==> config.mk <==
export PLATFORM = sky130hd
export DESIGN_NAME = wb_timer_bank
export DESIGN_NICKNAME = d
export VERILOG_FILES = /design/src/rtl/timer_pkg.sv /design/src/rtl/timer_channel.sv /design/src/rtl/wb_timer_bank.sv
export SDC_FILE = /design/constraint.sdc
export NUM_CORES = 2
export LEC_CHECK = 0
export CAP_MARGIN = 40
export CORE_ASPECT_RATIO = 0.8
export CORE_MARGIN = 2
export CORE_UTILIZATION = 65
export DETAILED_ROUTE_END_ITERATION = 16
export DONT_BUFFER_PORTS = 1
export PLACE_DENSITY = 0.81
export SYNTH_ARGS = -nofsm -noshare
export SYNTH_HDL_FRONTEND = slang
export SYNTH_SLANG_ARGS = --single-unit
==> constraint.sdc <==
create_clock -name wb_clk_i -period 7.4 [get_ports wb_clk_i]
set_input_delay 1.11 -clock wb_clk_i [delete_from_list [all_inputs] [get_ports wb_clk_i]]
set_output_delay 1.11 -clock wb_clk_i [all_outputs]
set_load 0.05 [all_outputs]
==> src/rtl/timer_pkg.sv <==
// Shared definitions for the Wishbone timer bank:
// register offsets, CTRL bit indices, bus FSM states.
package timer_pkg;

  localparam logic [3:0] OFF_CTRL  = 4'h0;
  localparam logic [3:0] OFF_PRESC = 4'h4;
  localparam logic [3:0] OFF_CMP   = 4'h8;
  localparam logic [3:0] OFF_COUNT = 4'hc;

  localparam logic [15:0] OFF_STATUS = 16'h0100;
  localparam logic [15:0] OFF_CYCLES = 16'h0104;
  localparam logic [15:0] CH_STRIDE  = 16'h0010;

  localparam int CTRL_EN  = 0;
  localparam int CTRL_PER = 1;
  localparam int CTRL_IE  = 2;

  typedef enum logic {
    IDLE,
    ACK
  } bus_state_e;

  function automatic logic [31:0] merge32(
    input logic [31:0] old,
    input logic [31:0] wd,
    input logic [3:0]  sel
  );
    logic [31:0] m;
    for (int i = 0; i < 4; i++)
      m[8*i +: 8] = {8{sel[i]}};
    return (old & ~m) | (wd & m);
  endfunction

endpackage

==> src/rtl/timer_channel.sv <==
// One timer channel: prescaler, up-counter and compare,
// with a one-cycle strobe when the compare match fires.
module timer_channel
  import timer_pkg::*;
#(
  parameter int CNT_W   = 32,
  parameter int PRESC_W = 16
) (
  input  logic               clk,
  input  logic               rst_n,
  input  logic               we_ctrl,
  input  logic               we_presc,
  input  logic               we_cmp,
  input  logic               we_count,
  input  logic [31:0]        wdat,
  input  logic [3:0]         wsel,
  output logic [2:0]         ctrl,
  output logic [PRESC_W-1:0] presc,
  output logic [CNT_W-1:0]   cmp,
  output logic [CNT_W-1:0]   count,
  output logic               hit
);

  logic [PRESC_W-1:0] pcnt;
  logic [2:0]         ctrl_w;
  logic               en;
  logic               tick;

  assign en     = ctrl[CTRL_EN];
  assign tick   = en && (pcnt == presc);
  assign hit    = tick && (count == cmp);
  assign ctrl_w = 3'(merge32(32'(ctrl), wdat, wsel));

  always_ff @(posedge clk) begin
    if (!rst_n) begin
      ctrl  <= '0;
      presc <= '0;
      cmp   <= '0;
      count <= '0;
      pcnt  <= '0;
    end else begin
      if (we_ctrl)
        ctrl <= ctrl_w;
      else if (hit && !ctrl[CTRL_PER])
        ctrl[CTRL_EN] <= 1'b0;

      // a fresh enable restarts the prescale period
      if (we_ctrl && !en && ctrl_w[CTRL_EN])
        pcnt <= '0;
      else if (tick)
        pcnt <= '0;
      else if (en)
        pcnt <= pcnt + PRESC_W'(1);

      if (we_presc)
        presc <= PRESC_W'(
          merge32(32'(presc), wdat, wsel));

      if (we_cmp)
        cmp <= CNT_W'(
          merge32(32'(cmp), wdat, wsel));

      if (we_count)
        count <= CNT_W'(
          merge32(32'(count), wdat, wsel));
      else if (hit) begin
        if (ctrl[CTRL_PER])
          count <= '0;
      end else if (tick)
        count <= count + CNT_W'(1);
    end
  end

endmodule

==> src/rtl/wb_timer_bank.sv <==
// Wishbone timer bank: NUM_CH timer channels, W1C pending
// status, free-running cycle counter and interrupt outputs.
module wb_timer_bank
  import timer_pkg::*;
#(
  parameter int          NUM_CH    = 4,
  parameter int          CNT_W     = 32,
  parameter int          PRESC_W   = 16,
  parameter logic [15:0] BASE_ADDR = 16'he000
) (
  input  logic              wb_clk_i,
  input  logic              wb_rst_i,
  input  logic              wb_cyc_i,
  input  logic              wb_stb_i,
  input  logic              wb_we_i,
  input  logic [31:0]       wb_adr_i,
  input  logic [31:0]       wb_dat_i,
  input  logic [3:0]        wb_sel_i,
  output logic [31:0]       wb_dat_o,
  output logic              wb_ack_o,
  output logic [NUM_CH-1:0] ch_irq_o,
  output logic              irq_o
);

  bus_state_e state;
  bus_state_e state_nxt;

  logic        req;
  logic        wr;
  logic [15:0] off;
  logic [3:0]  ch_idx;
  logic [3:0]  reg_off;
  logic        ch_ok;
  logic        is_status;
  logic        is_cycles;
  logic [31:0] rdata;
  logic        unused_bits;

  logic [NUM_CH-1:0] status;
  logic [NUM_CH-1:0] st_clr;
  logic [NUM_CH-1:0] ie_vec;
  logic [NUM_CH-1:0] ch_hit;
  logic [31:0]       cycles;

  logic [2:0]         ch_ctrl  [NUM_CH];
  logic [PRESC_W-1:0] ch_presc [NUM_CH];
  logic [CNT_W-1:0]   ch_cmp   [NUM_CH];
  logic [CNT_W-1:0]   ch_count [NUM_CH];

  assign off       = wb_adr_i[15:0] - BASE_ADDR;
  assign ch_idx    = off[7:4];
  assign reg_off   = {off[3:2], 2'b00};
  assign ch_ok     = (off[15:8] == 8'h00)
                  && (int'(ch_idx) < NUM_CH);
  assign is_status = off[15:2] == OFF_STATUS[15:2];
  assign is_cycles = off[15:2] == OFF_CYCLES[15:2];

  assign unused_bits = ^{wb_adr_i[31:16], off[1:0]};

  assign req = wb_cyc_i & wb_stb_i & (state == IDLE);
  assign wr  = req & wb_we_i;

  for (genvar n = 0; n < NUM_CH; n++) begin : g_ch
    logic sel_ch;
    assign sel_ch = wr && ch_ok && (ch_idx == 4'(n));
    assign ie_vec[n] = ch_ctrl[n][CTRL_IE];

    timer_channel #(
      .CNT_W   (CNT_W),
      .PRESC_W (PRESC_W)
    ) u_ch (
      .clk      (wb_clk_i),
      .rst_n    (wb_rst_i),
      .we_ctrl  (sel_ch && reg_off == OFF_CTRL),
      .we_presc (sel_ch && reg_off == OFF_PRESC),
      .we_cmp   (sel_ch && reg_off == OFF_CMP),
      .we_count (sel_ch && reg_off == OFF_COUNT),
      .wdat     (wb_dat_i),
      .wsel     (wb_sel_i),
      .ctrl     (ch_ctrl[n]),
      .presc    (ch_presc[n]),
      .cmp      (ch_cmp[n]),
      .count    (ch_count[n]),
      .hit      (ch_hit[n])
    );
  end

  always_comb begin
    rdata = '0;
    if (is_status)
      rdata = 32'(status);
    else if (is_cycles)
      rdata = cycles;
    else if (ch_ok) begin
      for (int n = 0; n < NUM_CH; n++) begin
        if (ch_idx == 4'(n)) begin
          case (reg_off)
            OFF_CTRL:  rdata = 32'(ch_ctrl[n]);
            OFF_PRESC: rdata = 32'(ch_presc[n]);
            OFF_CMP:   rdata = 32'(ch_cmp[n]);
            OFF_COUNT: rdata = 32'(ch_count[n]);
            default:   rdata = '0;
          endcase
        end
      end
    end
  end

  always_comb begin
    st_clr = '0;
    if (wr && is_status)
      st_clr = NUM_CH'(
        merge32(32'h0, wb_dat_i, wb_sel_i));
  end

  // hardware set beats a same-edge W1C
  always_ff @(posedge wb_clk_i) begin
    if (!wb_rst_i) begin
      status   <= '0;
      ch_irq_o <= '0;
      cycles   <= '0;
    end else begin
      status   <= (status & ~st_clr) | ch_hit;
      ch_irq_o <= status & ie_vec;
      if (wr && is_cycles)
        cycles <= merge32(cycles, wb_dat_i, wb_sel_i);
      else
        cycles <= cycles + 32'd1;
    end
  end

  assign irq_o = |ch_irq_o;

  always_ff @(posedge wb_clk_i) begin
    if (!wb_rst_i)
      state <= IDLE;
    else
      state <= state_nxt;
  end

  always_comb begin
    state_nxt = state;
    unique case (state)
      IDLE: if (req) state_nxt = ACK;
      ACK:  state_nxt = IDLE;
      default: state_nxt = IDLE;
    endcase
  end

  assign wb_ack_o = (state == ACK);

  always_ff @(posedge wb_clk_i) begin
    if (!wb_rst_i)
      wb_dat_o <= '0;
    else if (req)
      wb_dat_o <= rdata;
  end

endmodule
# == Yosys cells after proc, flatten, opt, wreduce, memory -nomap -nowiden ==
# Cells that the tools add are included.
# word_totals
ff_bits,469
input_bits,73
out_inout_bits,38
word_cells,216
# classes
add_sub_neg,10
order_cmp,1
eq_ne,20
n_mux,39
bitwise,45
n_reduce_logical,72
# op_table
cell,count
32-bit 2-to-1 mux,24
32-bit one-hot mux with 4 select lines,4
32-bit bitwise AND,10
32-bit OR,9
32-bit by 1-bit adder with 32-bit output (second input constant),5
32-bit equality test,4
16-bit by 1-bit adder with 16-bit output (second input constant),4
16-bit bitwise AND,4
16-bit equality test,4
16-bit OR,4
1-bit logical AND,44
32-bit NOT,1
14-bit by 7-bit equality test with 1-bit output (second input constant),2
16-bit subtractor (second input constant),1
3-bit bitwise AND,4
3-bit by 1-bit inequality test with 1-bit output (second input constant),4
3-bit OR,4
3-bit nonzero test,4
3-bit OR reduction,4
1-bit 2-to-1 mux,9
4-bit bitwise AND,2
4-bit by 2-bit equality test with 1-bit output (second input constant),2
1-bit logical NOT,8
4-bit logical NOT,2
14 further kinds,24

# == Depth between registers and ports, before layout ==
# logic_depth
depth_word,10
depth_mapped,11
mapped_depth_nobuf,8

# == Modules after synthesis ==
# A second synthesis with hierarchy kept.
# unflattened
cells_unflattened,3400
area_unflattened_um2,27461.3
# modules_own_cells
module,n_inst,cells_each,area_each_um2,seq_area_each_um2
timer_channel,4,659,5226.3,1981.9
wb_timer_bank,1,764,6556.3,1461.4

# == Worst setup path after synthesis ==
# No wires, ideal clock.
# synth_timing
path_kind,input to register
from,input port wb_adr_i[13]
to,register g_ch[2].u_ch.pcnt[11]
setup_time_ns,0.115
t_arrival_ns,3.368
required_ns,7.285
setup_slack_ns,3.917
stages,9
n_path_buf,1
path_cell_list,ha_1 nor4b_2 nand4_1 nor4_2 nand3_1 or3_1 nand3_1 buf_4 nor2_1
# synth_between
elab_chain_len,9
# synth_rtl
element,line_no,text
"start, declared",wb_timer_bank.sv:16,"input logic [31:0] wb_adr_i,"
16-bit subtractor,wb_timer_bank.sv:50,assign off = wb_adr_i[15:0] - BASE_ADDR;
8-bit logical NOT,wb_timer_bank.sv:53,assign ch_ok = (off[15:8] == 8'h00)
1-bit logical AND,wb_timer_bank.sv:54,&& (int'(ch_idx) < NUM_CH);
1-bit logical AND (2 in a row),wb_timer_bank.sv:65,assign sel_ch = wr && ch_ok && (ch_idx == 4'(n));
1-bit logical AND,wb_timer_bank.sv:74,".we_ctrl (sel_ch && reg_off == OFF_CTRL),"
1-bit logical AND (2 in a row),timer_channel.sv:48,if (we_ctrl && !en && ctrl_w[CTRL_EN])
3-bit OR reduction (no source line),--,
"end signal, assigned",timer_channel.sv:53,pcnt <= pcnt + PRESC_W'(1);
"end, declared",timer_channel.sv:24,logic [PRESC_W-1:0] pcnt;
# No other way between the ends.
# A chain may end at the register's enable or synchronous reset.

# == Final worst setup path ==
# layout_timing
from,"register state, in the netlist wb_ack_o"
to,register g_ch[1].u_ch.pcnt[5]
# layout_between
elab_chain_len,9
# layout_rtl
element,line_no,text
"start, declared",wb_timer_bank.sv:25,bus_state_e state;
"start signal, assigned",wb_timer_bank.sv:138,state <= state_nxt;
1-bit NOT,--,
1-bit bitwise AND,wb_timer_bank.sv:60,assign req = wb_cyc_i & wb_stb_i & (state == IDLE);
1-bit bitwise AND,wb_timer_bank.sv:61,assign wr = req & wb_we_i;
1-bit logical AND (2 in a row),wb_timer_bank.sv:65,
1-bit logical AND,wb_timer_bank.sv:74,
1-bit logical AND (2 in a row),timer_channel.sv:48,
3-bit OR reduction (no source line),--,
"end signal, assigned",timer_channel.sv:53,
"end, declared",timer_channel.sv:24,
# No other way between the ends.

==> results.yml <==
global_route:
  grt_pass1_wl_microns: 160000
  grt_max_degree: 193
  grt_pass1_vias: 26300
  track_usage: 0.480
  antenna_found_initial: 4
  gr-total-overflow: 0
cells_and_area:
  drive_above_1_share: 0.0724
  syn_to_final_growth_pct: 6.60
  multi_input_area_sq_um: 17100
  fill_cells: 3459
  fin_util: 0.701
  final_cell_area_sq_um: 29400
  register_area_sq_um: 9390
  final_cell_mix: "nand2_1, dfxtp_1, a21oi_1"
  fin_nets: 3525
  layout_commonest_cell: "nand2_1"
worst_setup_path:
  r2r_cells: 8
  r2r_start: "wb_ack_o"
  crit_arrival_ns: 4.35
  path_max_fanout: 19
  path_class: "flop to flop"
  r2r-end: "g_ch[1].u_ch.pcnt[5]"
  worstSetupStartpointType: "flop"
  worst_setup_path_end_kind: "flop"
  required_ns: 7.87
  reg2reg_slack_ns: 3.52
clocking:
  cts-root-buf: "clkbuf_16"
  cts_setup_buffers: 0
  cts_buffer_depth: 3
  cts_buffers: 49
  clk_pin_slew_ns: 0.06
  clock_latency_ns: 0.62
  cts.sinks: 469
  ctsHoldBuffers: 0
  cts_tree: "built"
  htreeDepth: 2
  cts_resized: 0
timing:
  rsz0062_at_grt: "no"
  max_freq_ghz: 0.258
  skew_ns: 0.0213
  period_minus_slack_ns: 3.88
  finalHoldViolCount: 0
  setup_viol: 0
  worstMarginPinSlew_ns: 1.00
  slew_headroom: 0.328
  post-route-period-util: 0.524
  whs_ns: 0.477
  fin_setup_tns_ns: 0
  drv_slew: 0
routing:
  viasPerCell: 7.15
  wl_microns: 110000
  vias: 28900
  ant_nets: 0
  routedWlPerCell_microns: 27.3
  route.detailed.drc: 0
  first_iter_violations: 4389
  first_pass_iters: 9
die:
  core_sq_um: 41900
  die-area_sq_um: 44100
  die_width_microns: 234
  pin_count: 111
  rows: 67
  start_util: 0.658
  fp.dieH_microns: 188
power_and_ir_drop:
  powerDensity_nw_per_um2: 184
  power.leakage_uw: 0.0107
  finalPower_uw: 5400
  vdd_drop_max_uv: 205
logic_synthesis:
  avgSynthCellArea_sq_um: 7.64
  ys_ff_latch: 469
  yosysWarnings: 0
  syn-cell-area_sq_um: 27600
  synth_edf_count: 0
  synthArstFlopShare: 0
  ys_seq_area_frac: 0.340
  netlist-cell-type-count: 85
  synthCells: 3612
  synth.net_count: 3695
  ys.flop_type: "dfxtp_1"
placement:
  dpl_cell_area_sq_um: 27700
  dpl.hpwl_microns: 77700
  globalplace.congestion: 1.09
  io_buffers: 0
run_status:
  status: "finished clean"
job:
  drv_cap: 0
worst_hold_path:
  hold_path.class: "flop to flop"
  min_path_cells: 2
[where the power goes]
part,leakage (uW),switching (uW),total [uW],internal [uW]
sequential,0.00378,10.8,2540,2530
clock,0.000851,1120,2710,1590
combinational,0.00607,115,156,40.6
[area by class of cell]
| cell class | count | share of cell area |
|---|---|---|
| inverters | 22 | 0.00306 |
| clock buffers | 76 | 0.0517 |
| flip-flops and latches | 469 | 0.319 |
| multi-input cells | 2850 | 0.581 |
| well taps | 552 | 0.0235 |
| repair buffers | 50 | 0.0135 |
| clock inverters | 15 | 0.00723 |
| diodes | 3 | 0.000255 |
[kinds of logic (layout without fill, tap and decap cells)]
| family | count (synthesis) | in the layout | share of synthesized area |
|---|---|---|---|
| AND/OR/NAND/NOR | 1539 | 1539 | 0.262 |
| AO/OA/AOI/OAI | 892 | 892 | 0.207 |
| flip-flops | 469 | 469 | 0.340 |
| buffers and inverters | 293 | 163 | 0.0421 |
| XOR/XNOR | 266 | 266 | 0.0845 |
| multiplexers | 143 | 143 | 0.0597 |
| adder cells (fa/ha/maj) | 10 | 10 | 0.00454 |
| other | 0 | 3 | 0 |
[cell usage after synthesis, types with 15 or more instances]
cell type | instances | area [sq um]
o32ai_1 | 16 | 140
and3_1 | 79 | 494
inv_1 | 21 | 78.8
a21oi_1 | 313 | 1570
nand3_1 | 124 | 621
buf_2 | 29 | 145
a211oi_1 | 20 | 150
or4_1 | 23 | 173
mux2i_1 | 79 | 791
nand2_1 | 701 | 2630
or3_1 | 23 | 144
and2_1 | 35 | 219
xor2_1 | 205 | 1800
o22ai_1 | 107 | 669
mux2_2 | 52 | 586
a22oi_1 | 30 | 225
xnor2_1 | 61 | 534
nor3_1 | 59 | 295
clkbuf_1 | 225 | 845
nor4_1 | 71 | 444
o21a_1 | 15 | 113
a21boi_0 | 45 | 338
nand4_1 | 66 | 413
dfxtp_1 | 469 | 9390
nor2_1 | 259 | 972
a31o_2 | 21 | 184
a221oi_1 | 28 | 245
and4_1 | 18 | 158
o21ai_0 | 141 | 706
a32o_1 | 28 | 280
[worst max-delay path by stage]
stage	start	to	slack [ns]	depth (start not counted)
3_3_place_gp	wb_adr_i[13]	flop	3.01	8
4_1_cts	wb_ack_o	g_ch[1].u_ch.pcnt[5]	3.67	8
6_report	wb_ack_o	g_ch[1].u_ch.pcnt[5]	3.52	8
3_5_place_dp	wb_adr_i[13]	wb_dat_o[31]	3.09	8
5_1_grt	wb_ack_o	g_ch[1].u_ch.pcnt[5]	3.37	8
2_1_floorplan	wb_adr_i[13]	g_ch[2].u_ch.pcnt[11]	3.92	9
[per-layer routing]
layer / part of all wire / wire length, microns / up-vias / global-route usage
met2: 0.41 / 44700 / 2224 / 0.679
met4: 0.061 / 6680 / 2 / 0.241
met5: 0.00018 / 20 / - / 0
met1: 0.36 / 39500 / 13500 / 0.616
met3: 0.18 / 19400 / 462 / 0.213
li1: - / - / 12700 / -
[through the flow]
stage,std cells,setup WS (ns)
floorplan,3612,3.92
global placement,3926,3.01
detailed placement,3943,3.09
CTS,4034,3.67
global route,4034,3.37
finish,4037,3.52
[critical path: stages (launching register included)]
cell     delay [ns]
dfxtp_1        0.49
and3b_1        0.77
nand2_1        0.52
nor4_2         0.32
buf_4          0.22
nand3_1        0.27
or3_1          0.50
nand3_1        0.48
nor2_1         0.14
Power figures use the tool's default switching activity.
